<file path="src/rtl/param_selection_sorter_if.sv">
// rtl/param_selection_sorter_if.sv - word-wide single-port memory bus between the sorter and its memory
interface param_selection_sorter_if #(
    parameter int DATA_W = 16,
    parameter int ADDR_W = 8
);
    logic              mem_read;
    logic              mem_write;
    logic [ADDR_W-1:0] mem_addr;
    logic [DATA_W-1:0] mem_wdata;
    logic [DATA_W-1:0] mem_rdata;
    logic              mem_rdy;

    modport master (
        output mem_read,
        output mem_write,
        output mem_addr,
        output mem_wdata,
        input  mem_rdata,
        input  mem_rdy
    );

    modport slave (
        input  mem_read,
        input  mem_write,
        input  mem_addr,
        input  mem_wdata,
        output mem_rdata,
        output mem_rdy
    );
endinterface

</file>
<file path="src/rtl/param_selection_sorter.sv">
// rtl/param_selection_sorter.sv - in-place selection sort of a memory block, asc/desc, signed/unsigned
module param_selection_sorter #(
    parameter int DATA_W = 16,
    parameter int ADDR_W = 8,
    parameter int SIGNED = 0
) (
    input  logic                 clk,
    input  logic                 rst,
    input  logic                 start,
    input  logic                 descending,
    input  logic [ADDR_W-1:0]    base_addr,
    input  logic [ADDR_W:0]      length,
    output logic                 busy,
    output logic                 done,
    output logic [ADDR_W:0]      swaps,
    param_selection_sorter_if.master mem
);
    typedef enum logic [2:0] {
        S_IDLE, S_RD_I, S_RD_J, S_CMP, S_WR_MIN, S_WR_I, S_NEXT_I, S_DONE
    } state_t;

    localparam logic [ADDR_W:0]   LEN_ONE = 1;
    localparam logic [ADDR_W:0]   LEN_TWO = 2;
    localparam logic [ADDR_W-1:0] IDX_ONE = 1;
    localparam logic [ADDR_W:0]   SW_ONE  = 1;

    state_t              state, state_n;
    logic                desc_q;
    logic [ADDR_W-1:0]   base_q;
    logic [ADDR_W:0]     len_q;
    logic [ADDR_W-1:0]   i_q, j_q, bidx_q, idx_sel;
    logic [DATA_W-1:0]   key_q, best_q, cur_q;
    logic                rd_q, wr_q, busy_q;
    logic [ADDR_W-1:0]   addr_q;
    logic [DATA_W-1:0]   wdata_q;
    logic [ADDR_W:0]     swaps_q;
    logic                pending, retire, is_access, is_rd, issue;
    logic                cur_lt, cur_gt, take, j_last, i_last;
    logic [ADDR_W-1:0]   bidx_nx;

    assign pending = rd_q | wr_q;
    // A ready strobe only counts while a request is outstanding.
    assign retire  = pending & mem.mem_rdy;

    assign cur_lt  = (SIGNED != 0) ? ($signed(cur_q) < $signed(best_q)) : (cur_q < best_q);
    assign cur_gt  = (SIGNED != 0) ? ($signed(cur_q) > $signed(best_q)) : (cur_q > best_q);
    assign take    = desc_q ? cur_gt : cur_lt;
    assign bidx_nx = take ? j_q : bidx_q;
    assign j_last  = ({1'b0, j_q} == (len_q - LEN_ONE));
    assign i_last  = ({1'b0, i_q} == (len_q - LEN_TWO));

    always_comb begin
        is_access = (state == S_RD_I) || (state == S_RD_J) ||
                    (state == S_WR_MIN) || (state == S_WR_I);
        is_rd     = (state == S_RD_I) || (state == S_RD_J);
        issue     = is_access & ~pending;
        case (state)
            S_RD_J:   idx_sel = j_q;
            S_WR_MIN: idx_sel = bidx_q;
            default:  idx_sel = i_q;
        endcase
    end

    always_comb begin
        state_n = state;
        case (state)
            S_IDLE:   if (start) state_n = (length <= LEN_ONE) ? S_DONE : S_RD_I;
            S_RD_I:   if (retire) state_n = S_RD_J;
            S_RD_J:   if (retire) state_n = S_CMP;
            S_CMP: begin
                // The swap decision must see the minimum chosen in this very cycle.
                if (j_last) state_n = (bidx_nx != i_q) ? S_WR_MIN : S_NEXT_I;
                else        state_n = S_RD_J;
            end
            S_WR_MIN: if (retire) state_n = S_WR_I;
            S_WR_I:   if (retire) state_n = S_NEXT_I;
            S_NEXT_I: state_n = i_last ? S_DONE : S_RD_I;
            S_DONE:   state_n = S_IDLE;
            default:  state_n = S_IDLE;
        endcase
    end

    always_ff @(posedge clk) begin
        if (rst) state <= S_IDLE;
        else     state <= state_n;
    end

    always_ff @(posedge clk) begin
        if (rst) begin
            busy_q  <= 1'b0;
            swaps_q <= '0;
            rd_q    <= 1'b0;
            wr_q    <= 1'b0;
            addr_q  <= '0;
            wdata_q <= '0;
            desc_q  <= 1'b0;
            base_q  <= '0;
            len_q   <= '0;
            i_q     <= '0;
            j_q     <= '0;
            bidx_q  <= '0;
            key_q   <= '0;
            best_q  <= '0;
            cur_q   <= '0;
        end else begin
            // Requests are registered so address and data hold still until retired.
            if (issue) begin
                rd_q    <= is_rd;
                wr_q    <= ~is_rd;
                addr_q  <= base_q + idx_sel;
                wdata_q <= (state == S_WR_MIN) ? key_q : best_q;
            end else if (retire) begin
                rd_q <= 1'b0;
                wr_q <= 1'b0;
            end
            case (state)
                S_IDLE: if (start) begin
                    desc_q  <= descending;
                    base_q  <= base_addr;
                    len_q   <= length;
                    swaps_q <= '0;
                    busy_q  <= 1'b1;
                    i_q     <= '0;
                end
                S_RD_I: if (retire) begin
                    key_q  <= mem.mem_rdata;
                    best_q <= mem.mem_rdata;
                    bidx_q <= i_q;
                    j_q    <= i_q + IDX_ONE;
                end
                S_RD_J: if (retire) cur_q <= mem.mem_rdata;
                S_CMP: begin
                    if (take) begin
                        best_q <= cur_q;
                        bidx_q <= j_q;
                    end
                    if (!j_last) j_q <= j_q + IDX_ONE;
                end
                S_WR_I:   if (retire) swaps_q <= swaps_q + SW_ONE;
                S_NEXT_I: if (!i_last) i_q <= i_q + IDX_ONE;
                S_DONE:   busy_q <= 1'b0;
                default: ;
            endcase
        end
    end

    assign busy          = busy_q;
    assign done          = (state == S_DONE);
    assign swaps         = swaps_q;
    assign mem.mem_read  = rd_q;
    assign mem.mem_write = wr_q;
    assign mem.mem_addr  = addr_q;
    assign mem.mem_wdata = wdata_q;
endmodule

</file>
<file path="src/flat_wrapper.sv">
// flat-port wrapper written by rule: the top's interface ports become plain ports
module param_selection_sorter_flat 
#(
    parameter int DATA_W = 16,
    parameter int ADDR_W = 8,
    parameter int SIGNED = 0
)
  (clk, rst, start, descending, base_addr, length, busy, done, swaps, mem_mem_read, mem_mem_write, mem_mem_addr, mem_mem_wdata, mem_mem_rdata, mem_mem_rdy);
  param_selection_sorter_if #(.DATA_W(DATA_W), .ADDR_W(ADDR_W)) mem_i ();
  input  logic clk;
  input  logic rst;
  input  logic start;
  input  logic descending;
  input  logic [ADDR_W-1:0] base_addr;
  input  logic [ADDR_W:0] length;
  output logic busy;
  output logic done;
  output logic [ADDR_W:0] swaps;
  output wire logic [$bits(mem_i.mem_read)-1:0] mem_mem_read;
  output wire logic [$bits(mem_i.mem_write)-1:0] mem_mem_write;
  output wire logic [$bits(mem_i.mem_addr)-1:0] mem_mem_addr;
  output wire logic [$bits(mem_i.mem_wdata)-1:0] mem_mem_wdata;
  input wire logic [$bits(mem_i.mem_rdata)-1:0] mem_mem_rdata;
  input wire logic [$bits(mem_i.mem_rdy)-1:0] mem_mem_rdy;
  assign mem_mem_read = mem_i.mem_read;
  assign mem_mem_write = mem_i.mem_write;
  assign mem_mem_addr = mem_i.mem_addr;
  assign mem_mem_wdata = mem_i.mem_wdata;
  assign mem_i.mem_rdata = mem_mem_rdata;
  assign mem_i.mem_rdy = mem_mem_rdy;
  param_selection_sorter #(.DATA_W(DATA_W), .ADDR_W(ADDR_W), .SIGNED(SIGNED)) u_core (.clk(clk), .rst(rst), .start(start), .descending(descending), .base_addr(base_addr), .length(length), .busy(busy), .done(done), .swaps(swaps), .mem(mem_i));
endmodule
</file>
<file path="config.mk">
export PLATFORM = sky130hd
export DESIGN_NAME = param_selection_sorter_flat
export DESIGN_NICKNAME = d
export VERILOG_FILES = /design/src/rtl/param_selection_sorter_if.sv /design/src/rtl/param_selection_sorter.sv /design/src/flat_wrapper.sv
export SDC_FILE = /design/constraint.sdc
export NUM_CORES = 1
export LEC_CHECK = 0
export CORE_MARGIN = 1
export CORE_UTILIZATION = 52
export DETAILED_ROUTE_END_ITERATION = 6
export HOLD_SLACK_MARGIN = 0.12
export PLACE_DENSITY = 0.76
export SKIP_CTS_REPAIR_TIMING = 1
export SLEW_MARGIN = 5
export SYNTH_ARGS = -nofsm -noshare
export SYNTH_HDL_FRONTEND = slang
export SYNTH_SLANG_ARGS = --single-unit
</file>
<file path="constraint.sdc">
create_clock -name clk -period 2.7 [get_ports clk]
set_clock_uncertainty 0.15 [all_clocks]
set_input_delay 0.54 -clock clk [delete_from_list [all_inputs] [get_ports clk]]
set_output_delay 0.54 -clock clk [all_outputs]
set_load 0.02 [all_outputs]
</file>
==> flow_summary.yaml <==
floorplanning:
  rows: 43
  initial_core_util_pct: 53.04
  die-area_sq_um: 14580
  ios: 75
  die_h_um: 120.8
  die_x_um: 120.8
  coreArea_sq_um: 13830
synth:
  synth_edf_count: 0
  synth_area_sq_um: 7333
  ys_ff_latch: 129
  synthCells: 942
  synth_compound_area_share_pct: 24.35
  syn_avg_cell_area_sq_um: 7.785
  synth-simple-area-share_pct: 22.23
  yosys_warnings: 0
  synth_fa_ha_area_share_pct: 5.221
  synth_fp_nets: 1010
  synth.distinct_cells: 74
  async_flop_share_pct: 0
  synth_xor_area_share_pct: 5.494
  ys_seq_area_share_pct: 35.22
  muxShareOfSynthArea_pct: 1.382
  synth_top_family_by_area: "compound AO/OA/AOI/OAI gates"
  ys_dominant_reg_cell: "dfxtp_1"
detailed_routing:
  antenna_left: 0
  drc_errors: 0
  dr.pass1.iters: 5
  wl_per_cell_um: 17.59
  drt_iter0_markers: 659
  vias_per_cell: 6.033
  wl_um: 21620
  vias: 7415
sta:
  rsz0062_at_grt: "true"
  min_period_ps: 2835
  setup_viol: 16
  hold_viol: 0
  timing.fmax_mhz: 352.7
  drv_slew: 0
  setup_slack_ps: -135.3
  period_share_pct: 105.0
  tightest_slew_ps: 865.1
  slew_headroom_pct: 42.32
clocking:
  numCtsBuffers: 17
  clkSinkCount: 129
  cts_buffer_depth: 2
  cts-root-buf: "clkbuf_16"
  htree_levels: 4
  cts_tree: "built"
  clk_latency_ps: 430
  clkTransAtPathRegs_ps: 60
placed_design:
  place.gp.congestion: 0.9462
  portBuffers: 74
  dpl.cell_count: 1183
  dpl.hpwl_um: 13840
  post-place-ws_ps: -57.95
  postPlaceCellArea_sq_um: 8596
power:
  powerDensity_nw_per_um2: 1049
  power_frac_comb_pct: 49.1
  power_mw: 10.11
  internal_power_mw: 6.235
  ir_worst_vdd_mv: 0.8465
  switching_share_pct: 38.32
  clock_power_share_pct: 26.4
  power_frac_seq_pct: 24.5
  leakagePower_nw: 3.585
  p_sw_mw: 3.873
outcome:
  violations: "setup timing"
  status: "finished, violations left"
layout:
  area.sequential_sq_um: 2596
  multi_input_area_sq_um: 4561
  post-route-util_pct: 69.67
  syn2layout_area_growth_pct: 31.36
  fin_area_sq_um: 9633
  stdcell_count: 1229
  nets: 1105
  layout_common_cells: "nand2_1, dfxtp_1, a21oi_1, clkdlybuf4s50_1"
  final_common_cell: "nand2_1"
  antenna_cells: 0
  nFillCells: 1044
  drive_above_1_share_pct: 18.49
grt:
  grt_first_pass_wirelength_um: 33430
  antenna_found_initial: 0
  grt_pass1_vias: 6641
  grt_overflow: 0
  track_usage_pct: 29.15
  grt_max_degree: 76
critical_path:
  max_stage_delay_ps: 580
  cp.arrival_ps: 3000
  r2r_end: "u_core.best_q[11]"
  crit_type: "flip-flop to flip-flop"
  worst_r2r_path_depth: 10
  r2r_start: "u_core.best_q[10]"
  r2r_slack_ps: -140
  critPathSlowestCell: "or4_4"
  crit_start: "u_core.best_q[10]"
  cp_cell_sequence: "inv_2 > ha_4 > nand4_1 > or4_4 > a21o_4 > a31o_4 > a21oi_4 > buf_12 > nor3_2 > a311oi_2"
  path_delay_family: "compound AO/OA/AOI/OAI gates"
  critPathMaxFanout: 7
  path_buf_inv: 2
  cp.required_ps: 2860
  worstSetupEndpointType: "flip-flop"
  cp-start-kind: "flip-flop"
min_path:
  holdPathEnd: "u_core.key_q[12]"
  min_path_cells: 2
  hp-start: "u_core.key_q[12]"
  hold_path.class: "flip-flop to flip-flop"
flow_run:
  cap_violations: 0
==> final cells by class <==
class / instances / area share [%]
multi-input cells: 708 / 47.34
flip-flops and latches: 129 / 26.95
repair buffers: 152 / 15.13
clock buffers: 19 / 4.702
clock inverters: 12 / 2.364
well taps: 180 / 2.338
inverters: 29 / 1.169
==> registers in the layout, indices dropped and copies added, names as in the netlist <==
register / flops
u_core.bidx_q: 8
u_core.desc_q: 1
u_core.best_q: 16
u_core.mem.mem_read: 1
u_core.swaps: 9
u_core.j_q: 8
u_core.i_q: 8
u_core.cur_q: 16
u_core.busy: 1
u_core.len_q: 9
u_core.base_q: 8
u_core.mem.mem_addr: 8
u_core.state: 3
u_core.key_q: 16
u_core.mem.mem_wdata: 16
u_core.mem.mem_write: 1
==> power by group through the flow <==
stage | logic, mW | registers [mW] | clock network (mW)
floorplan | 2.90 | 2.56 | 0
global placement | 4.28 | 2.47 | 0
detailed placement | 4.37 | 2.48 | 0
CTS | 4.41 | 2.44 | 2.68
global route | 5.35 | 2.51 | 2.76
finish | 4.96 | 2.47 | 2.67
==> worst max path at each step <==
stage	cells after the start	endpoint	slack (ps)
after CTS	12	u_core.mem.mem_addr[7]	-100
after global placement	11	u_core.mem.mem_addr[7]	-50
final	10	u_core.best_q[11]	-140
after floorplan	13	u_core.mem.mem_addr[7]	9
after global routing	10	u_core.best_q[11]	-180
after detailed placement	11	u_core.mem.mem_addr[7]	-60
==> cell usage after synthesis, types with 3 or more instances <==
cell type | instances | area share (%)
xnor2_1 | 26 | 3.1
nand4_1 | 5 | 0.43
and3_1 | 11 | 0.94
o211ai_1 | 6 | 0.61
o22ai_1 | 18 | 1.5
nor3_2 | 11 | 1.5
a311oi_2 | 10 | 2.0
o21ai_0 | 23 | 1.6
a31oi_1 | 4 | 0.34
inv_1 | 29 | 1.5
nand2b_1 | 10 | 0.85
a21oi_1 | 125 | 8.5
a22oi_1 | 7 | 0.72
nor3_1 | 11 | 0.75
nor2_1 | 67 | 3.4
o21bai_1 | 3 | 0.31
buf_1 | 3 | 0.15
nand2_1 | 170 | 8.7
a211oi_1 | 18 | 1.8
o22a_1 | 5 | 0.60
buf_2 | 9 | 0.61
buf_6 | 3 | 0.46
or3_1 | 13 | 1.1
clkbuf_1 | 59 | 3.0
a311oi_1 | 6 | 0.72
nor4_1 | 7 | 0.60
ha_1 | 29 | 4.9
xor2_1 | 20 | 2.4
nand3_1 | 24 | 1.6
a21o_1 | 11 | 1.1
dfxtp_1 | 129 | 35
mux2i_1 | 9 | 1.2
nor2b_1 | 6 | 0.51
o21a_1 | 3 | 0.31
o21ai_1 | 4 | 0.27
==> metal layers <==
layer / up-vias / track usage (%) / wire (um)
met4: 0 / 11.11 / 642
met3: 66 / 5.708 / 1627
met1: 3504 / 39.05 / 9377
met5: - / 0 / 0
met2: 327 / 46.12 / 9969
li1: 3518 / - / -
==> cell families (layout without fill, tap and decap cells) <==
logic type / count (synthesis) / after routing
buf+inv: 105 / 212
flops: 129 / 129
xor+xnor: 46 / 46
simple gates: 350 / 350
compound gates: 272 / 272
fa+ha+maj: 30 / 30
mux: 10 / 10
==> worst reg2reg max path: stages (launching register included) <==
cell and delay (ps):
dfxtp_2 340, inv_2 60, ha_4 270, nand4_1 130, or4_4 580, a21o_4 230
a31o_4 250, a21oi_4 250, buf_12 180, nor3_2 50, a311oi_2 230
==> through the flow <==
stage | setup TNS [ps] | hold slack [ps]
after floorplan | 0 | 286.0
after global placement | -53.05 | 291.9
after detailed placement | -57.95 | 298.0
after CTS | -1113 | 306.3
after global routing | -2303 | 328.2
final | -930.6 | 303.7
(Power assumes the default switching activity.)
